[config.mk]
export PLATFORM = sky130hd
export DESIGN_NAME = intpol2_iq_fifo
export DESIGN_NICKNAME = d
export VERILOG_FILES = /design/src/rtl/intpol2_iq_fifo.sv
export SDC_FILE = /design/constraint.sdc
export NUM_CORES = 1
export LEC_CHECK = 0
export BUFFER_PORTS_ARGS = -buffer_cell sky130_fd_sc_hd__buf_2
export CORE_ASPECT_RATIO = 1.2
export CORE_MARGIN = 4
export CORE_UTILIZATION = 55
export DETAILED_ROUTE_END_ITERATION = 6
export GPL_TIMING_DRIVEN = 0
export PLACE_DENSITY = 0.72
export SYNTH_ARGS = -nofsm -noshare
export SYNTH_HDL_FRONTEND = slang
export SYNTH_SLANG_ARGS = --single-unit
[constraint.sdc]
create_clock -name clk -period 5.6 [get_ports clk]
set_clock_uncertainty 0.05 [all_clocks]
set_input_delay 0.84 -clock clk [delete_from_list [all_inputs] [get_ports clk]]
set_output_delay 0.84 -clock clk [all_outputs]
set_load 0.01 [all_outputs]
[src/rtl/intpol2_iq_fifo.sv]
// Dual-lane I/Q first-word-fall-through FIFO; one shared pointer pair keeps I and Q aligned.
// Latency: a write appears on dout_I/dout_Q one cycle after its edge; there is no write-through.
// Backpressure: a write while full is dropped (ovf) unless a read frees a slot in that cycle; a read while empty is dropped (udf).
module intpol2_iq_fifo #(
   parameter int DATA_WIDTH = 32,
   parameter int ADDR_WIDTH = 4,
   parameter int AFULL_TH   = 14
) (
   input  logic                  clk,
   input  logic                  rstn,
   input  logic                  clear,
   input  logic                  wr_en,
   input  logic [DATA_WIDTH-1:0] din_I,
   input  logic [DATA_WIDTH-1:0] din_Q,
   input  logic                  rd_en,
   output logic [DATA_WIDTH-1:0] dout_I,
   output logic [DATA_WIDTH-1:0] dout_Q,
   output logic                  Empty_o,
   output logic                  Full_o,
   output logic                  Afull_o,
   output logic [ADDR_WIDTH:0]   count,
   output logic                  ovf,
   output logic                  udf
);

   localparam int DEPTH = 2**ADDR_WIDTH;
   localparam logic [ADDR_WIDTH:0] DEPTH_CNT = (ADDR_WIDTH+1)'(DEPTH);
   localparam logic [ADDR_WIDTH:0] AFULL_CNT = (ADDR_WIDTH+1)'(AFULL_TH);

   // One storage word carries both lanes so they can never drift apart.
   typedef struct packed {
      logic [DATA_WIDTH-1:0] i;
      logic [DATA_WIDTH-1:0] q;
   } iq_t;

   iq_t                   mem [DEPTH];
   iq_t                   head;
   logic [ADDR_WIDTH-1:0] wr_ptr;
   logic [ADDR_WIDTH-1:0] rd_ptr;
   logic                  rd_acc;
   logic                  wr_acc;

   // Flags are pure decodes of the occupancy register: no look-ahead.
   assign Empty_o = (count == '0);
   assign Full_o  = (count == DEPTH_CNT);
   assign Afull_o = (count >= AFULL_CNT);

   // A full FIFO still takes a write when the same cycle pops the head.
   // Clear wins over both requests, so nothing is accepted while it is high.
   assign rd_acc = rd_en & ~Empty_o & ~clear;
   assign wr_acc = wr_en & (~Full_o | (rd_en & ~Empty_o)) & ~clear;

   // FWFT head: the entry under rd_ptr, forced to zero while empty.
   assign head   = mem[rd_ptr];
   assign dout_I = Empty_o ? '0 : head.i;
   assign dout_Q = Empty_o ? '0 : head.q;

   // Storage array is deliberately left out of reset.
   always_ff @(posedge clk) begin
      if (wr_acc) begin
         mem[wr_ptr] <= '{i: din_I, q: din_Q};
      end
   end

   // Pointers wrap naturally at DEPTH through their ADDR_WIDTH width.
   always_ff @(posedge clk or posedge rstn) begin
      if (rstn) begin
         wr_ptr <= '0;
         rd_ptr <= '0;
      end else if (clear) begin
         wr_ptr <= '0;
         rd_ptr <= '0;
      end else begin
         if (wr_acc) wr_ptr <= wr_ptr + 1'b1;
         if (rd_acc) rd_ptr <= rd_ptr + 1'b1;
      end
   end

   // Occupancy moves only when exactly one side is accepted.
   always_ff @(posedge clk or posedge rstn) begin
      if (rstn) begin
         count <= '0;
      end else if (clear) begin
         count <= '0;
      end else begin
         case ({wr_acc, rd_acc})
            2'b10:   count <= count + 1'b1;
            2'b01:   count <= count - 1'b1;
            default: count <= count;
         endcase
      end
   end

   // Sticky error flags record any rejected request until reset or clear.
   always_ff @(posedge clk or posedge rstn) begin
      if (rstn) begin
         ovf <= 1'b0;
         udf <= 1'b0;
      end else if (clear) begin
         ovf <= 1'b0;
         udf <= 1'b0;
      end else begin
         if (wr_en & ~wr_acc)  ovf <= 1'b1;
         if (rd_en & Empty_o)  udf <= 1'b1;
      end
   end

endmodule
==> impl_results.md <==
- Pin slew with the least headroom to its limit: 1.12 ns
- Most frequent cells in the layout: 1024 x sky130_fd_sc_hd__edfxtp_1, 256 x sky130_fd_sc_hd__mux4_2, 180 x sky130_fd_sc_hd__buf_2
- First DRT Iteration DRCs: 1928
- Estimated wirelength of the detail-placed design: 51500 um
- RSZ-0062 raised after global routing: no
- Result of the run: finished clean
- Part of the Yosys area used for sequential elements: 0.782
- Vias after detailed routing: 18766
- Startpoint types: register
- Final setup violation count: 0
- Data required time of the worst path: 4.71 ns
- Syn_area_per_cell: 23.5 um^2
- Share of the synthesized area in the top cell type: 0.772
- Detailed-route wire length per cell: 30.3 um
- Global-route usage over all layers: 0.237
- Post-route minimum period: 4.80 ns
- Max-Cap Viols: 0
- Highest attainable clock frequency: 209 MHz
- Initial antenna violation count: 11
- NumNets Final: 2034
- Main flop type after synthesis: sky130_fd_sc_hd__edfxtp_1
- Count of placed standard cells in the final layout, fillers left out: 2961
- Final core utilization: 0.636
- Share of cells above drive strength 1: 0.308
- Instance count after placement with tap cells included: 2786
- Number of search-and-repair iterations in the first detailed-routing pass: 5
- Total design power: 19000 uW
- Worst flop-to-flop path endpoint: mem[6][57]$_DFFE_PP_
- DR DRC count: 0
- CP startpoint: rd_ptr[2]$_DFFE_PP0P_
- Root buffer cell: sky130_fd_sc_hd__clkbuf_16
- Critical R2R Launch: count[2]$_DFFE_PP0P_
- Overflow after GRT: 0
- Hold Fails Final Rpt: 0
- Warning count from the yosys run: 0
- Source-to-sink clock delay at the later pin of the worst-skew pair: 0.64 ns
- Nature of the critical path endpoint: output pin
- Seq. cell area: 31100 um^2
- Horiz. Die Dim: 254 um
- Register clock-pin slew on the reported worst setup and hold paths: 0.06 ns
- Post-DRT Antenna Nets: 0
- Max Root-Sink Buffers: 3
- Max Transition Viols Final: 0
- Number of global-route vias before repair: 19638
- Arrival time of data at the critical path endpoint: 3.91 ns
- Area enclosed by the die boundary: 76800 um^2
- Io pins: 143
- Fill cell total of the finished layout: 4660
- Top area cells in the synthesized netlist: sky130_fd_sc_hd__edfxtp_1 77%, sky130_fd_sc_hd__mux4_2 14%, sky130_fd_sc_hd__mux2i_1 3.3%, sky130_fd_sc_hd__o22ai_1 1.0%, sky130_fd_sc_hd__dfrtp_1 0.94%
- IO Port Bufs: 142
- Most common library cell in the layout ignoring fill and taps: sky130_fd_sc_hd__edfxtp_1
- Number of flops mapped to enable cells by yosys: 1024
- Die extent in y: 303 um
- Worst setup path class: reg2out
- Worst setup path endpoint: dout_I[31]
- Fraction of synthesis flops using an asynchronous set or reset pin: 0.0144
- #FFs+latches synth: 1039
- Tightest slew margin relative to the limit: 0.256
- CTS tree: built
- Area used by multi-input combinational logic: 8250 um^2
- Row count: 107
- TritonCTS Buffers: 96
- Number of cells upsized or downsized after cts: 0
- Maximum level of the CTS H-tree: 3
- Crit-path max FO: 10
- Clock sink total: 1039
- Worst vdd ir: 0.274 mV
- Setup slack on the worst flop-to-flop path: 2.26 ns
- Worst min-delay path category: in2async
- CTS Hold Buffers Added: 0
- PD cells: 418 nW/um^2
- Largest net degree at the start of global routing: 44
- Initial core utilization: 0.558
- Routability congestion estimate from global placement: 0.819
- Core Area: 71400 um^2
- Post-synth top area cell: sky130_fd_sc_hd__edfxtp_1
- Synthesized netlist cell count: 1696
- Total standard cell area after synthesis: 39800 um^2
- Net count after synthesis: 1772
- Number of buffers inserted by post-CTS setup repair: 0
- Share of the cycle needed by the critical path after routing: 0.856
- Number of unique standard cell types used by synthesis: 46
- Detail-routed via count per cell: 6.34
- Global-route wire length before repair: 131000 um
- Overall routed net length: 89600 um
- LEAKAGE: 0.0140 uW
- Cells on worst reg2reg path: 7
- Area overhead of the layout relative to synthesis: 14.0%
layer usage:
metal  part of all wire  global-route usage  vias up  routed length, um
met3              0.067              0.0348      155               6030
li1                   -                   -     7789                  -
met1               0.37               0.312     9997              33500
met4              0.026              0.0705        8               2290
met2               0.53               0.417      817              47700
met5            0.00060                   0        -                 54
cell type report:
type                    count  share of cell area
well taps                 926              0.0255
clock inverters            50              0.0117
repair buffers            164              0.0273
inverters                   9            0.000744
clock buffers             121              0.0569
multi-input cells         556               0.182
plain buffers              92              0.0101
flip-flops and latches   1039               0.686
diodes                      4            0.000221
critical path: stages, from the launching register on:
cell	delay (ns)
sky130_fd_sc_hd__dfrtp_1	0.32
sky130_fd_sc_hd__buf_2	0.22
sky130_fd_sc_hd__clkbuf_1	0.65
sky130_fd_sc_hd__clkbuf_1	0.89
sky130_fd_sc_hd__mux4_2	0.40
sky130_fd_sc_hd__mux2i_1	0.08
sky130_fd_sc_hd__o22ai_1	0.46
sky130_fd_sc_hd__buf_2	0.23
where the power goes:
group / internal (uW) / total [uW] / switching (uW)
registers: 8660 / 8710 / 49.3
logic: 1640 / 3800 / 2160
clock network: 3760 / 6470 / 2710
total: 14100 / 19000 / 4920
Yosys cell counts, drive strengths merged (6+ instances only):
library cell,n
edfxtp,1024
mux4,256
mux2i,131
o22ai,64
buf,60
clkbuf,32
nor2,18
dfrtp,15
and2,12
inv,9
ha,7
o21ai,7
nand3,6
flip-flops by register name, summed over array words and instances (netlist names):
name    flops
rd_ptr      4
count       5
mem      1024
wr_ptr      4
ovf         1
udf         1
through the flow:
step | TNS [ns] | hold WS, ns | instance area, um^2 | setup WS (ns)
2_1_floorplan | 0 | 0.476 | 39800 | 0.605
3_3_place_gp | -754.83 | 0.429 | 41700 | -3.11
3_5_place_dp | 0 | 0.432 | 42300 | 1.57
4_1_cts | 0 | 0.210 | 45400 | 0.842
5_1_grt | 0 | 0.251 | 45400 | 0.680
6_report | 0 | 0.223 | 45400 | 0.804
worst min path at each step:
stage	end	slack [ns]	depth (start not counted)
floorplan	ovf$_DFFE_PP0P_	0.48	2
global placement	ovf$_DFFE_PP0P_	0.43	2
detailed placement	udf$_DFFE_PP0P_	0.43	2
CTS	rd_ptr[0]$_DFFE_PP0P_	0.21	2
global route	rd_ptr[0]$_DFFE_PP0P_	0.25	2
finish	rd_ptr[0]$_DFFE_PP0P_	0.22	2
logic make-up after synthesis:
kind of cell | after synthesis | synth area share
compound gates | 88 | 0.0145
xor+xnor | 7 | 0.00154
fa+ha+maj | 7 | 0.00220
buf+inv | 101 | 0.0124
flops | 1039 | 0.782
mux | 390 | 0.179
simple gates | 64 | 0.00902
(Power assumes the default switching activity.)
